==> src/rtl/nes_bus_defs_pkg.sv <==
// nes_bus_defs: bus address constants and sprite-DMA state encoding shared by the CPU, PPU and DMA tops.
package nes_bus_defs;
   localparam logic [15:0] NES_DMA_REG_ADDR  = 16'h4014;
   localparam logic [15:0] NES_OAM_DATA_ADDR = 16'h2004;
   localparam int          NES_XFER_LEN      = 256;
   typedef enum logic [2:0] {DMA_IDLE, DMA_HALT, DMA_ALIGN, DMA_READ, DMA_WRITE} dma_state_t;
   function automatic logic dma_owns_bus(input dma_state_t s);
      return (s == DMA_READ) || (s == DMA_WRITE);
   endfunction
endpackage

==> src/rtl/oam_dma_bus_mux.sv <==
// oam_dma_bus_mux: selects CPU or sprite-DMA address/data/strobe onto the system bus from the DMA state.
module oam_dma_bus_mux
   import nes_bus_defs::*;
#(
   parameter logic [15:0] OAM_DATA_ADDR = NES_OAM_DATA_ADDR
) (
   input  dma_state_t  state,
   input  logic [15:0] cpu_addr,
   input  logic [7:0]  cpu_dout,
   input  logic        cpu_r_nw,
   input  logic [7:0]  page,
   input  logic [7:0]  idx,
   input  logic [7:0]  data_latch,
   output logic [15:0] bus_addr,
   output logic [7:0]  bus_dout,
   output logic        bus_r_nw
);
   always_comb begin
      bus_addr = state == DMA_READ ? {page, idx} : state == DMA_WRITE ? OAM_DATA_ADDR : cpu_addr;
      bus_dout = state == DMA_WRITE ? data_latch : cpu_dout;
      bus_r_nw = state == DMA_READ ? 1'b1 : state == DMA_WRITE ? 1'b0 : cpu_r_nw;
   end
endmodule

==> src/rtl/oam_dma_ctrl.sv <==
// oam_dma_ctrl: $4014 sprite-DMA controller; halts the CPU and copies one page to $2004.
// Define OAM_DMA_PARITY_EN to skip the ALIGN cycle when the halt already lands on an odd cycle.
module oam_dma_ctrl
   import nes_bus_defs::*;
#(
   parameter logic [15:0] DMA_REG_ADDR  = NES_DMA_REG_ADDR,
   parameter logic [15:0] OAM_DATA_ADDR = NES_OAM_DATA_ADDR,
   parameter int          XFER_LEN      = NES_XFER_LEN
) (
   input  logic        clk_ph1,
   input  logic        rst,
   input  logic [15:0] cpu_addr,
   input  logic [7:0]  cpu_dout,
   input  logic        cpu_r_nw,
   input  logic [7:0]  bus_din,
   output logic [15:0] bus_addr,
   output logic [7:0]  bus_dout,
   output logic        bus_r_nw,
   output logic        cpu_rdy,
   output logic        dma_active
);
   localparam logic [7:0] LAST_IDX = 8'(XFER_LEN - 1);
   dma_state_t state, state_nxt;
   logic [7:0] page, idx, data_latch;
   logic       skip_align;
`ifdef OAM_DMA_PARITY_EN
   logic cyc_odd;
   always_ff @(posedge clk_ph1 or posedge rst)
      if (rst) cyc_odd <= 1'b0;
      else cyc_odd <= ~cyc_odd;
   assign skip_align = cyc_odd;
`else
   assign skip_align = 1'b0;
`endif
   always_comb begin
      state_nxt = state;
      case (state)
         DMA_IDLE:  state_nxt = (!cpu_r_nw && cpu_addr == DMA_REG_ADDR) ? DMA_HALT : DMA_IDLE;
         DMA_HALT:  state_nxt = !cpu_r_nw ? DMA_HALT : skip_align ? DMA_READ : DMA_ALIGN;
         DMA_ALIGN: state_nxt = DMA_READ;
         DMA_READ:  state_nxt = DMA_WRITE;
         DMA_WRITE: state_nxt = idx == LAST_IDX ? DMA_IDLE : DMA_READ;
         default:   state_nxt = DMA_IDLE;
      endcase
   end
   // cpu_rdy/dma_active are registered copies of what the next state implies
   always_ff @(posedge clk_ph1 or posedge rst)
      if (rst) begin
         state      <= DMA_IDLE;
         cpu_rdy    <= 1'b1;
         dma_active <= 1'b0;
         page       <= '0;
         idx        <= '0;
         data_latch <= '0;
      end else begin
         state      <= state_nxt;
         cpu_rdy    <= state_nxt == DMA_IDLE;
         dma_active <= dma_owns_bus(state_nxt);
         if (state == DMA_IDLE && state_nxt == DMA_HALT) begin
            page <= cpu_dout;
            idx  <= '0;
         end
         if (state == DMA_READ) data_latch <= bus_din;
         if (state == DMA_WRITE && state_nxt == DMA_READ) idx <= idx + 8'd1;
      end
   oam_dma_bus_mux #(.OAM_DATA_ADDR(OAM_DATA_ADDR)) u_mux (
      .state      (state),
      .cpu_addr   (cpu_addr),
      .cpu_dout   (cpu_dout),
      .cpu_r_nw   (cpu_r_nw),
      .page       (page),
      .idx        (idx),
      .data_latch (data_latch),
      .bus_addr   (bus_addr),
      .bus_dout   (bus_dout),
      .bus_r_nw   (bus_r_nw)
   );
endmodule
==> config.mk <==
export PLATFORM = sky130hd
export DESIGN_NAME = oam_dma_ctrl
export DESIGN_NICKNAME = d
export VERILOG_FILES = /design/src/rtl/nes_bus_defs_pkg.sv /design/src/rtl/oam_dma_bus_mux.sv /design/src/rtl/oam_dma_ctrl.sv
export SDC_FILE = /design/constraint.sdc
export NUM_CORES = 1
export LEC_CHECK = 0
export CORE_UTILIZATION = 40
export CTS_CLUSTER_DIAMETER = 100
export DETAILED_ROUTE_END_ITERATION = 7
export GPL_ROUTABILITY_DRIVEN = 0
export GPL_TIMING_DRIVEN = 0
export PLACE_DENSITY_LB_ADDON = 0.08
export SETUP_SLACK_MARGIN = 0.02
export SLEW_MARGIN = 20
export SYNTH_ARGS = -nofsm -noshare
export SYNTH_HDL_FRONTEND = slang
export SYNTH_HIERARCHICAL = 1
export SYNTH_SLANG_ARGS = --single-unit
==> constraint.sdc <==
create_clock -name clk_ph1 -period 2.3 [get_ports clk_ph1]
set_input_delay 0.46 -clock clk_ph1 [delete_from_list [all_inputs] [get_ports clk_ph1]]
set_output_delay 0.46 -clock clk_ph1 [all_outputs]
set_load 0.05 [all_outputs]
==> results.cfg, run 1 <==
[clocking]
clockRootBuffer = clkbuf_8
cts_sinks = 29
cts_hold_buf = 0
cts_buffer_depth = 2
insertion_delay_ns = 0.28
cts_tree = yes
htree_levels = 2
cts_made_buffers = 5
clk_pin_slew_ns = 0.07

[detailed_routing]
num_vias = 1717
ant_nets = 0
drt_iter0_drc = 119
drt-total-wl_um = 4770
firstDrtPassIters = 6
drc = 2
via_per_inst = 5.33
wl_per_cell_um = 14.8

[die]
fp.dieW_um = 71.0
pin_count = 62
num_rows = 24
initial_core_util_pct = 42.5
die_height_um = 71.0
core-area_mm2 = 0.00447
die_area_mm2 = 0.00504

[finish]
nFillCells = 411
area.growth.synth_to_final_pct = 36.8
drive_gt1_share_pct = 30.7
antenna_cells = 0
nNetsFinal = 305
post-route-util_pct = 58.2
final_cells = 322
seqCellArea_um2 = 731
multi_input_area_mm2 = 0.00107

[global_route]
grt_overflow = 0
grt_pass1_vias = 1670
gr-usage-all-layers_pct = 20.4
grt_max_degree = 30
grt_pass1_wl_um = 7900
antenna_found_initial = 0

[sta]
worstMarginPinSlew_ns = 0.624
finalCriticalPeriod_ns = 2.21
rsz0062_at_grt = false
timing.final.ws_setup_ns = 0.0852
relSlewSlack_pct = 58.3
fmax_ghz = 0.452
slew_violations = 0
fin_skew_ns = 0.00993
setup_violations = 0
fin_tns_setup_ns = 0
hold_viol = 0
fin_crit_sh_pct = 96.3

[synthesis]
yosys_warnings = 6
yosysSeqAreaShare_pct = 38.2
ys_ff_latch = 29
synth_xor_area_share_pct = 0.920
synthMuxAreaShare_pct = 11.4
yosys_most_used_dff = dfrtp_1
synth_edf_count = 0
ys_types = 42
synthTopCellsByArea = dfrtp_1 (37%), mux2_4 (7.9%), nand2_1 (6.9%), o22ai_2 (6.6%), a21oi_1 (5.0%)
synth_area_per_cell_um2 = 9.66
synth-compound-area-share_pct = 20.2
synth-simple-area-share_pct = 22.4
synth_top_family_by_area = simple AND/OR/NAND/NOR gates
syn_inst = 197
synthMostInstantiatedCell = nand2_1
synth-async-reset-ratio_pct = 100
netlist.top_cell.by_area = dfrtp_1
synthTopCellsByCount = nand2_1 (35), dfrtp_1 (28), nor2_1 (24)
syn-cell-area_mm2 = 0.00190
synth_adder_area_share_pct = 0.657
synth.top_cell.area_share_pct = 36.8
synth_fp_nets = 233

[pwr]
leakage_nw = 1.20
pwr_density_cell_mw_per_mm2 = 1130
max-vdd-ir-drop_mv = 0.804
p_total_mw = 2.94

[worst_setup_path]
critPathRequiredTime_ns = 1.84
critPathArrivalTime_ns = 1.75
cp-start-kind = flop
crit_type = reg -> out
crit_path_max_fanout = 9
cp-end-kind = primary output

[worst_hold_path]
min_path_type = reg -> reg

[place]
place_ws_ns = -0.357
hpwl_um = 3420
numPortBuffers = 61
placed_cells = 310

[run_status]
failed_checks = DRC
status = finished with violations

[run]
drv_cap = 0
[layer usage]
layer	global-route usage, %	share of wire [%]	up-vias
met5	0	0	-
met4	6.00	1.1	0
met3	5.70	6.0	6
met2	34.0	47	58
met1	25.8	46	800
li1	-	-	853
[kinds of logic after synthesis]
logic type | after synthesis
muxes | 16
DFF | 29
adders and majority gates | 1
and+or+nand+nor | 84
AOI/OAI and AO/OA | 50
xor gates and xnor gates | 2
buffers and inverters | 15
[power by group]
part	switching [mW]	internal [mW]
Clock	0.188	0.212
Combinational	1.10	0.627
Sequential	0.149	0.663
[layout by cell type, fill, tap and decap left out, drive strengths merged]
cell           count
inv                5
ha                 1
clkdlybuf4s50     36
o211ai             3
nand4              1
xnor2              1
o221ai             2
buf               27
nand3              6
and2               1
a21oi             19
clkdlybuf4s15      2
nor2b              2
dfrtp             28
nor4b              3
or3                2
dfstp              1
xor2               1
nand3b             3
mux2              16
nor4               1
nor2              26
nor3               1
o311ai             1
nand2             35
and4               1
nand2b             2
o21ai              6
o22ai             16
a311o              2
clkinv             2
clkbuf            16
o311a              1
[timing repair]
| item | in CTS | in global routing |
|---|---|---|
| gates resized for setup | 107 | 15 |
| buffers inserted | 2 | 2 |
| pin swaps | 0 | 1 |
| endpoints found under the setup margin | 25 | 18 |
[state kept, by name, summed over array words and instances, names as in the netlist]
register and cells:
data_latch 8, idx 8, page 8, state 3, cpu_rdy 1, dma_active 1
[stage by stage]
stage	area [um^2]	hold WS, ns
4_1_cts	2600	0.480
2_1_floorplan	1900	0.446
3_3_place_gp	2580	0.463
3_5_place_dp	2580	0.463
5_1_grt	2600	0.510
6_report	2600	0.474
[final timing paths]
kind	slack (ns)	start	endpoint	cells after the start
setup / recovery	0.09	state[0]	bus_dout[3]	5
hold / removal	0.47	data_latch[0]	data_latch[0]	2
setup reg to reg	0.30	state[2]	page[0]	6
hold reg to reg	0.47	data_latch[0]	data_latch[0]	2
max in group asynchronous	1.27	rst	state[0]	2
min in group asynchronous	0.58	rst	page[2]	2
[cell type report]
cell class | count | area share (%)
clock buffers | 7 | 2.93
multi-input cells | 153 | 41.0
well taps | 52 | 2.50
inverters | 6 | 0.865
clock inverters | 1 | 0.192
flip-flops and latches | 29 | 28.1
plain buffers | 9 | 3.65
repair buffers | 65 | 20.8
[critical path, cell delays in order (launching register included)]
cell and delay, ns:
dfrtp_2 0.43, nand2b_4 0.15, buf_6 0.14, nor2_8 0.23, mux2_4 0.32, buf_2 0.21
Power figures use the tool's default switching activity.
==> inputs of run 2 (changes only) <==
CTS_BUF_LIST = sky130_fd_sc_hd__clkbuf_8   (was not set)
==> run 2 against run 1 <==
- clock-buffer cell count is 2 lower
- largest cell class unchanged
- maximum frequency hardly changed
- setup slack hardly changed
- the flow still finishes with violations (DRC)
- combinational power hardly changed
- non-clock buffer count stayed put
- clock power is 2% lower
- sequential share of layout area stayed put
- routed wire length is 0.50% higher
- clock skew is 0.00081 ns higher
- critical path depth stayed put
==> results.cfg, run 2 (same netlist as run 1, synthesis figures left out) <==
[run_status]
status = finished with violations
failed_checks = DRC

[sta]
fin_skew_ns = 0.0107
relSlewSlack_pct = 58.4
slew_violations = 0
rsz0062_at_grt = false
hold_viol = 0
fin_crit_sh_pct = 96.3
timing.final.ws_setup_ns = 0.0855
hold_ws_ns = 0.474
fmax_ghz = 0.452
setup_violations = 0
finalCriticalPeriod_ns = 2.21
worstMarginPinSlew_ns = 0.624

[clocking]
clk_pin_slew_ns = 0.07
insertion_delay_ns = 0.28
cts_made_buffers = 5
cts_tree = yes
clockRootBuffer = clkbuf_8
htree_levels = 2
cts_sinks = 29
cts_buffer_depth = 2

[detailed_routing]
drc = 2
num_vias = 1720
wl_per_cell_um = 14.9
drt_iter0_drc = 117
via_per_inst = 5.34
ant_nets = 0
firstDrtPassIters = 6
drt-total-wl_um = 4800

[die]
fp.dieW_um = 71.0
num_rows = 24
die_height_um = 71.0
pin_count = 62
core-area_mm2 = 0.00447
die_area_mm2 = 0.00504
initial_core_util_pct = 42.5

[worst_setup_path]
reg2reg_to = page[0]
critPathLaunch = state[0]
cp-end-kind = primary output
cp-start-kind = flop
crit_path_max_fanout = 9
cp-endpoint = bus_dout[3]
ff2ff_setup_slack_ns = 0.30
critPathArrivalTime_ns = 1.75
critPathRequiredTime_ns = 1.84
rr_worst_depth = 6
r2r-start = state[2]
crit_type = reg -> out

[finish]
nFillCells = 411
antenna_cells = 0
area.growth.synth_to_final_pct = 36.8
drive_gt1_share_pct = 30.7
nNetsFinal = 305
final_cells = 322
final_cell_mix = clkdlybuf4s50_1 (36), nand2_1 (35), dfrtp_1 (25)
reg_top3 = data_latch (8), idx (8), page (8)
final_common_cell = clkdlybuf4s50_1

[place]
place_ws_ns = -0.357
placed_cells = 310
numPortBuffers = 61
hpwl_um = 3420

[global_route]
gr-usage-all-layers_pct = 20.4
grt_pass1_wl_um = 7900
grt_pass1_vias = 1670
antenna_found_initial = 0
grt_max_degree = 30
grt_overflow = 0

[pwr]
pwr_density_cell_mw_per_mm2 = 1130
max-vdd-ir-drop_mv = 0.797
leakage_nw = 1.21

[run]
drv_cap = 0

[worst_hold_path]
min_path_type = reg -> reg
[run 2: changes by cell type in the layout (fill, tap and decap cells not counted), sizes merged]
cell    change
clkbuf      -2
inv         +2
[run 2: critical path: stages (launching register included)]
cell and delay [ns]:
dfrtp_2 0.43, nand2b_4 0.15, buf_6 0.14, nor2_8 0.22, mux2_4 0.32, buf_2 0.21
[run 2: worst min-delay path by stage]
stage	start	endpoint	slack, ns	cells after the start
finish	data_latch[0]	data_latch[0]	0.47	2
CTS	data_latch[0]	data_latch[0]	0.48	2
floorplan	data_latch[0]	data_latch[0]	0.45	2
detailed placement	data_latch[0]	data_latch[0]	0.46	2
global placement	data_latch[7]	data_latch[7]	0.46	2
global route	data_latch[4]	data_latch[4]	0.51	2
[run 2: through the flow]
step	util [%]	total power [mW]	TNS, ns	instance area, um^2
6_report	58.2	2.94	0	2600
5_1_grt	58.2	3.12	0	2600
4_1_cts	58.0	2.93	0	2600
3_5_place_dp	57.6	2.61	-7.00	2580
3_3_place_gp	57.6	2.59	-6.43	2580
2_1_floorplan	-	2.10	0	1900
[run 2: what timing repair did]
action,in CTS,in global routing
cloned,0,0
gates resized for setup,107,15
setup endpoints to repair,25,18
buffers inserted,2,2
hold buffers,0,0
pin swaps,0,1
[run 2: power breakdown]
| group | internal (mW) | switching [mW] | total [mW] |
|---|---|---|---|
| clock network | 0.203 | 0.191 | 0.394 |
| logic | 0.627 | 1.11 | 1.73 |
| registers | 0.663 | 0.149 | 0.813 |
| total | 1.49 | 1.45 | 2.94 |
[run 2: area by class of cell]
cell class              count  area [um^2]  share of cell area, %
multi-input cells         153         1070                   41.0
flip-flops and latches     29          731                   28.1
repair buffers             65          541                   20.8
plain buffers               9         95.1                   3.65
clock buffers               5         68.8                   2.64
well taps                  52         65.1                   2.50
inverters                   6         22.5                  0.865
clock inverters             3         12.5                  0.481
[run 2: per-layer routing]
metal | share of wire (%) | vias to the layer above | GRT usage (%)
met5 | 0 | - | 0
met4 | 0.83 | 0 | 6.00
met3 | 6.4 | 5 | 5.70
met2 | 47 | 62 | 34.0
met1 | 46 | 799 | 25.8
li1 | - | 854 | -
